**src/rtl/maq_estados_mascota_if.sv**
```systemverilog
`default_nettype none
// maq_estados_mascota_if: level inputs, test controls and state/action outputs of the pet controller.
// Rev 1.0
interface maq_estados_mascota_if;
  logic [1:0] Nivel_Animo;
  logic [1:0] Nivel_Energia;
  logic [1:0] Nivel_Descanso;
  logic [1:0] Nivel_Medicina;
  logic       Senal_MTest;
  logic       Senal_Test;
  logic [2:0] estado;
  logic       Activo_Comida;
  logic       Activo_Medicina;
  logic       tick_1s;

  modport master (
    output Nivel_Animo, Nivel_Energia, Nivel_Descanso, Nivel_Medicina,
    output Senal_MTest, Senal_Test,
    input  estado, Activo_Comida, Activo_Medicina, tick_1s
  );

  modport slave (
    input  Nivel_Animo, Nivel_Energia, Nivel_Descanso, Nivel_Medicina,
    input  Senal_MTest, Senal_Test,
    output estado, Activo_Comida, Activo_Medicina, tick_1s
  );
endinterface
`default_nettype wire

```
**src/rtl/maq_estados_mascota.sv**
```systemverilog
`default_nettype none
// maq_estados_mascota: pet state controller with test stepping; MASCOTA_MUERTE_EN adds the sticky death state.
// Rev 1.0
module maq_estados_mascota #(
  parameter int TICK_DIV    = 50_000_000,
  parameter int DEATH_TICKS = 10
) (
  input  wire logic             clk,
  input  wire logic             reset,
  maq_estados_mascota_if.slave  bus
);

  typedef enum logic [2:0] {
    NEUTRAL = 3'd0,
    FELIZ   = 3'd1,
    HAMBRE  = 3'd2,
    CANSADO = 3'd3,
    TRISTE  = 3'd4,
    ENFERMO = 3'd5,
    MUERTO  = 3'd6
  } estado_t;

  localparam int            PW         = (TICK_DIV > 1) ? $clog2(TICK_DIV) : 1;
  localparam logic [PW-1:0] PRESC_LAST = PW'(TICK_DIV - 1);

  logic [PW-1:0] presc_q, presc_d;
  logic          tick;
  estado_t       estado_q, estado_d, cand, step_nxt;
  logic          comida_q, comida_d, medicina_q, medicina_d;
  logic          mtest_q, mtest_d;
  logic          dead, death_hit;

  always_comb begin
    tick    = (presc_q == PRESC_LAST);
    presc_d = tick ? '0 : presc_q + 1'b1;
  end

  always_comb begin
    if (bus.Nivel_Medicina == 2'd0)      cand = ENFERMO;
    else if (bus.Nivel_Energia == 2'd0)  cand = HAMBRE;
    else if (bus.Nivel_Descanso == 2'd0) cand = CANSADO;
    else if (bus.Nivel_Animo == 2'd0)    cand = TRISTE;
    else if (bus.Nivel_Animo[1] && bus.Nivel_Energia[1] &&
             bus.Nivel_Descanso[1] && bus.Nivel_Medicina[1]) cand = FELIZ;
    else                                 cand = NEUTRAL;
  end

`ifdef MASCOTA_MUERTE_EN
  localparam int            DW        = $clog2(DEATH_TICKS + 1);
  localparam logic [DW-1:0] DEATH_MAX = DW'(DEATH_TICKS);
  localparam estado_t       LAST      = MUERTO;

  logic [DW-1:0] death_q, death_d;
  logic [2:0]    n_crit;
  logic          multi_crit;

  // The counter saturating at DEATH_MAX doubles as the sticky death flag.
  // Death is still evaluated on the MTest rising cycle so it wins that race.
  always_comb begin
    n_crit     = {2'b0, bus.Nivel_Animo == 2'd0} + {2'b0, bus.Nivel_Energia == 2'd0} +
                 {2'b0, bus.Nivel_Descanso == 2'd0} + {2'b0, bus.Nivel_Medicina == 2'd0};
    multi_crit = (n_crit >= 3'd2);
    dead       = (death_q == DEATH_MAX);
    death_hit  = !dead && multi_crit && tick && (death_q == DEATH_MAX - 1'b1) &&
                 !(mtest_q && bus.Senal_MTest);
    death_d    = death_q;
    if (dead)                                death_d = death_q;
    else if (death_hit)                      death_d = DEATH_MAX;
    else if (bus.Senal_MTest || !multi_crit) death_d = '0;
    else if (tick)                           death_d = death_q + 1'b1;
  end

  always_ff @(posedge clk or negedge reset) begin
    if (!reset) death_q <= '0;
    else        death_q <= death_d;
  end
`else
  localparam estado_t LAST = ENFERMO;

  assign dead      = 1'b0;
  assign death_hit = 1'b0;
`endif

  always_comb begin
    step_nxt = (estado_q >= LAST) ? NEUTRAL : estado_t'(estado_q + 3'd1);
    mtest_d  = bus.Senal_MTest;
    estado_d = estado_q;
    // A pulse arriving with the MTest rising edge is dropped: mode switches first.
    if (dead || death_hit)  estado_d = MUERTO;
    else if (bus.Senal_MTest) begin
      if (mtest_q && bus.Senal_Test) estado_d = step_nxt;
    end
    else                    estado_d = cand;
    comida_d   = (estado_d == NEUTRAL) || (estado_d == HAMBRE) || (estado_d == TRISTE);
    medicina_d = (estado_d == ENFERMO);
  end

  always_ff @(posedge clk or negedge reset) begin
    if (!reset) begin
      presc_q    <= '0;
      estado_q   <= NEUTRAL;
      comida_q   <= 1'b0;
      medicina_q <= 1'b0;
      mtest_q    <= 1'b0;
    end else begin
      presc_q    <= presc_d;
      estado_q   <= estado_d;
      comida_q   <= comida_d;
      medicina_q <= medicina_d;
      mtest_q    <= mtest_d;
    end
  end

  assign bus.estado          = estado_q;
  assign bus.Activo_Comida   = comida_q;
  assign bus.Activo_Medicina = medicina_q;
  assign bus.tick_1s         = tick;

endmodule
`default_nettype wire

```
**src/flat_wrapper.sv**
```systemverilog
// flat-port wrapper written by rule: the top's interface ports become plain ports
module maq_estados_mascota_flat 
#(
  parameter int TICK_DIV    = 50_000_000,
  parameter int DEATH_TICKS = 10
)
  (clk, reset, bus_Nivel_Animo, bus_Nivel_Energia, bus_Nivel_Descanso, bus_Nivel_Medicina, bus_Senal_MTest, bus_Senal_Test, bus_estado, bus_Activo_Comida, bus_Activo_Medicina, bus_tick_1s);
  maq_estados_mascota_if bus_i ();
  input  wire logic clk;
  input  wire logic reset;
  input wire logic [$bits(bus_i.Nivel_Animo)-1:0] bus_Nivel_Animo;
  input wire logic [$bits(bus_i.Nivel_Energia)-1:0] bus_Nivel_Energia;
  input wire logic [$bits(bus_i.Nivel_Descanso)-1:0] bus_Nivel_Descanso;
  input wire logic [$bits(bus_i.Nivel_Medicina)-1:0] bus_Nivel_Medicina;
  input wire logic [$bits(bus_i.Senal_MTest)-1:0] bus_Senal_MTest;
  input wire logic [$bits(bus_i.Senal_Test)-1:0] bus_Senal_Test;
  output wire logic [$bits(bus_i.estado)-1:0] bus_estado;
  output wire logic [$bits(bus_i.Activo_Comida)-1:0] bus_Activo_Comida;
  output wire logic [$bits(bus_i.Activo_Medicina)-1:0] bus_Activo_Medicina;
  output wire logic [$bits(bus_i.tick_1s)-1:0] bus_tick_1s;
  assign bus_i.Nivel_Animo = bus_Nivel_Animo;
  assign bus_i.Nivel_Energia = bus_Nivel_Energia;
  assign bus_i.Nivel_Descanso = bus_Nivel_Descanso;
  assign bus_i.Nivel_Medicina = bus_Nivel_Medicina;
  assign bus_i.Senal_MTest = bus_Senal_MTest;
  assign bus_i.Senal_Test = bus_Senal_Test;
  assign bus_estado = bus_i.estado;
  assign bus_Activo_Comida = bus_i.Activo_Comida;
  assign bus_Activo_Medicina = bus_i.Activo_Medicina;
  assign bus_tick_1s = bus_i.tick_1s;
  maq_estados_mascota #(.TICK_DIV(TICK_DIV), .DEATH_TICKS(DEATH_TICKS)) u_core (.clk(clk), .reset(reset), .bus(bus_i));
endmodule
```
**config.mk**
```make
export PLATFORM = sky130hd
export DESIGN_NAME = maq_estados_mascota_flat
export DESIGN_NICKNAME = d
export VERILOG_FILES = /design/src/rtl/maq_estados_mascota_if.sv /design/src/rtl/maq_estados_mascota.sv /design/src/flat_wrapper.sv
export SDC_FILE = /design/constraint.sdc
export NUM_CORES = 1
export LEC_CHECK = 0
export ABC_AREA = 0
export BUFFER_PORTS_ARGS = -buffer_cell sky130_fd_sc_hd__buf_4
export CORE_MARGIN = 1.5
export CORE_UTILIZATION = 45
export DETAILED_ROUTE_END_ITERATION = 7
export GPL_TIMING_DRIVEN = 0
export PLACE_DENSITY = 0.74
export REMOVE_ABC_BUFFERS = 1
export SLEW_MARGIN = 10
export SYNTH_ARGS = -nofsm -noshare
export SYNTH_HDL_FRONTEND = slang
export SYNTH_SLANG_ARGS = --single-unit
```
**constraint.sdc**
```tcl
create_clock -name clk -period 4 [get_ports clk]
set_input_delay 0.8 -clock clk [delete_from_list [all_inputs] [get_ports clk]]
set_output_delay 0.8 -clock clk [all_outputs]
set_load 0.02 [all_outputs]
```
# After elaboration in Yosys (flattened, before gate mapping)
# Index checks and enable logic that the tools add are counted.
[totals]
regBits = 32
out_inout_bits = 6
[op_classes]
n_addsub = 2
n_lt_le_gt_ge = 1
n_eq_ne = 4
n_mux = 9
n_reduce_logical = 11
[ops]
columns = ["cell", "n"]
rows = [
  ["$add 26x1->26 const B", 1],
  ["$eq 26x26->1 const B", 1],
  ["$mux 26", 1],
  ["$mux 3", 7],
  ["$logic_not 2->1", 4],
  ["$eq 3x3->1 const B", 2],
  ["$logic_and 1x1->1", 4],
  ["$add 3x1->3 const B", 1],
  ["$eq 3x2->1 const B", 1],
  ["$ge 3x3->1 const B", 1],
  ["$logic_not 3->1", 1],
  ["$logic_or 1x1->1", 2],
  ["$mux 1", 1],
]

# Longest topological paths before layout
[depth]
ltp_word = 12
ltp_mapped = 6
ltp_nobuf = 6

# Least setup slack after synthesis
# No wires, ideal clock.
[synth_timing]
path_kind = "register to output"
from = "register u_core.presc_q[8]"
to = "output port bus_tick_1s"
t_arrival_ns = 1.763
required_time_ns = 3.200
slack_ns = 1.437
path_stages_with_launch = 6
path_buffers = 2
cell_sequence = "dfrtp_1 > buf_2 > nor4b_1 > nand2_1 > nor4_2 > clkbuf_1"
[synth_via]
elab_chain_len = 1
[synth_rtl]
columns = ["item", "line", "source"]
rows = [
  ["from (decl)", "maq_estados_mascota.sv:26", "logic [PW-1:0] presc_q, presc_d;"],
  ["from (signal assigned)", "maq_estados_mascota.sv:106", "presc_q <= presc_d;"],
  ["$eq 26x26->1", "maq_estados_mascota.sv:34", "tick = (presc_q == PRESC_LAST);"],
  ["to (decl)", "flat_wrapper.sv:20", "output wire logic [$bits(bus_i.tick_1s)-1:0] bus_tick_1s;"],
]
# No other way between the ends.

# Final worst setup path
[layout_timing]
from = "register u_core.presc_q[2]"
to = "output port bus_tick_1s"
# The elaborated chain is that of the path after synthesis.

==> results_dict.tcl <==
set metrics [dict create \
    status "complete, no violations" \
    syn_area_per_cell_sq_um 10.3 \
    fillers 310 \
    nNetsFinal 192 \
    fin_tns_setup_ns 0 \
    synth_edf_count 0 \
    h-tree-depth 2 \
    wl_mm 3.30 \
    drc_errors 0 \
    tightest_slew_ns 0.918 \
    track_usage 0.182 \
    finalClockSkew_ns 0.00485 \
    yosysSeqAreaShare 0.492 \
    cp_slowest_cell "nor4_4" \
    whs_ns 0.390 \
    postSynthCellCount 158 \
    cp-start-kind "flip-flop" \
    cts.path.max_buffers 2 \
    r2r_cells 4 \
    routedWlPerCell_microns 14.7 \
    grt_remaining_overflow 0 \
    power_w 0.000587 \
    cp_cell_sequence "and4_1 > nand2_1 > nor4_4 > buf_4" \
    worstPathMaxFanout 17 \
    die_w_microns 63.2 \
    min_period_ns 3.13 \
    drive_gt1_frac 0.180 \
    fp.dieH_microns 63.2 \
    cp_slowest_stage_delay_ns 0.83 \
    drt_iter0_markers 44 \
    yosys_warnings 0 \
    slew-limit-headroom 0.383 \
    power_density_mw_per_mm2 316 \
    hp-class "input port to async pin" \
    ir_drop_mv 0.233 \
    ys.flop_type "dfrtp_1" \
    synth_area_sq_mm 0.00163 \
    antenna_cells 0 \
    clock.fmax_mhz 319 \
    crit_required_ns 3.20 \
    worst_ep_arrival_time_ns 2.33 \
    port_buffers 17 \
    core_region_area_sq_mm 0.00342 \
    dp_hpwl_mm 2.43 \
    hold_viol 0 \
    ctsResizeCount 0 \
    grt_start_max_net_pins 33 \
    path_buf_inv 1 \
    dp_slack_ns 1.23 \
    viasPerCell 5.87 \
    postCtsHoldBufs 0 \
    final_common_cell "dfrtp_1" \
    path_class "flip-flop to primary output" \
    final_util 0.543 \
    synth_cell_types 40 \
    grt_first_pass_wirelength_mm 5.87 \
    postRouteAntennaNets 0 \
    cts-buffers-inserted 5 \
    gp_congestion 0.787 \
    rows 21 \
    io_pins 18 \
    timing.rr.start "u_core.presc_q[8]" \
    r2r_slack_ns 1.92 \
    cellLeakagePower_nw 0.792 \
    setup_ws_ns 0.869 \
    postCtsSetupBuffers 0 \
    final_cell_mix "32 x dfrtp_1, 17 x nand2_1, 17 x buf_4" \
    path_clk_slew_ns 0.09 \
    area_growth_pct 13.8 \
    cap_violations 0 \
    dieArea_sq_mm 0.00399 \
    endpoint_kind "primary output" \
    cts_sinks 32 \
    dr.pass1.iters 4 \
    insertion_delay_ns 0.32 \
    synthArstFlopShare 1.00 \
    setup_viol 0 \
    via_count 1314 \
    first_global_vias 1316 \
    tritoncts "done" \
    reg2reg_to "u_core.presc_q[25]" \
    initial_core_util 0.477 \
    grt_antenna_before_repair 0 \
    rsz0062_at_grt "no" \
    crit_family "simple AND/OR/NAND/NOR gates" \
    synth-seq-cells 32 \
    fin_crit_sh 0.783 \
    slew_violations 0 \
    cts-root-buf "clkbuf_4" \
]
==> per-stage QoR <==
stage / instances / area, sq um
floorplan: 153 / 1600
global placement: 216 / 1790
detailed placement: 216 / 1800
CTS: 224 / 1850
global route: 224 / 1850
finish: 224 / 1850
==> Yosys cell counts, types with 2 or more instances <==
| library cell | count | share of area |
|---|---|---|
| nor2_1 | 12 | 0.028 |
| and4_1 | 4 | 0.022 |
| nor4b_1 | 2 | 0.011 |
| ha_1 | 3 | 0.023 |
| nand4_1 | 5 | 0.019 |
| xor2_1 | 7 | 0.038 |
| xnor2_1 | 9 | 0.048 |
| nor3_1 | 2 | 0.0061 |
| nand4_2 | 2 | 0.015 |
| inv_1 | 3 | 0.0069 |
| dfrtp_1 | 32 | 0.49 |
| clkbuf_1 | 3 | 0.0069 |
| a21oi_1 | 9 | 0.028 |
| o31a_1 | 2 | 0.011 |
| nor4_1 | 2 | 0.0077 |
| o31ai_1 | 7 | 0.032 |
| o21ai_0 | 2 | 0.0061 |
| or4_1 | 6 | 0.028 |
| nand2_1 | 17 | 0.039 |
| nand4b_1 | 2 | 0.011 |
| nand3_1 | 8 | 0.025 |
==> cells by family after synthesis <==
logic type               synth area share
AND/OR/NAND/NOR                     0.268
flip-flops                          0.492
AO/OA/AOI/OAI                       0.108
XOR/XNOR                           0.0860
buffers and inverters              0.0238
adder cells (fa/ha/maj)            0.0230
==> area by class of cell <==
cell class              count  area [sq um]  area share
flip-flops and latches     32           801       0.432
multi-input cells         118           798       0.430
repair buffers             17           128      0.0688
clock buffers               8          58.8      0.0317
well taps                  46          57.6      0.0310
inverters                   3          11.3     0.00607
==> how the worst max path moves through the flow <==
stage,from,to,cells past startpoint
global route,u_core.presc_q[10],bus_tick_1s,4
detailed placement,u_core.presc_q[2],bus_tick_1s,4
floorplan,u_core.presc_q[8],bus_tick_1s,3
global placement,u_core.presc_q[2],bus_tick_1s,4
CTS,u_core.presc_q[2],bus_tick_1s,4
finish,u_core.presc_q[2],bus_tick_1s,4
==> state kept, by name, indices dropped and copies added (netlist names) <==
register / cells
u_core.bus.Activo_Medicina: 1
u_core.presc_q: 26
u_core.bus.estado: 3
u_core.bus.Activo_Comida: 1
u_core.mtest_q: 1
==> layer usage <==
metal  global-route usage  share of wire
met2                0.311           0.51
met3               0.0464          0.039
met1                0.227           0.44
met4               0.0528         0.0076
met5                    0              0
==> where the power goes <==
group          internal, W  switching, W
clock network    0.0000867      0.000103
logic            0.0000272     0.0000316
registers         0.000330    0.00000804
total             0.000444      0.000142
(Power assumes the default switching activity.)
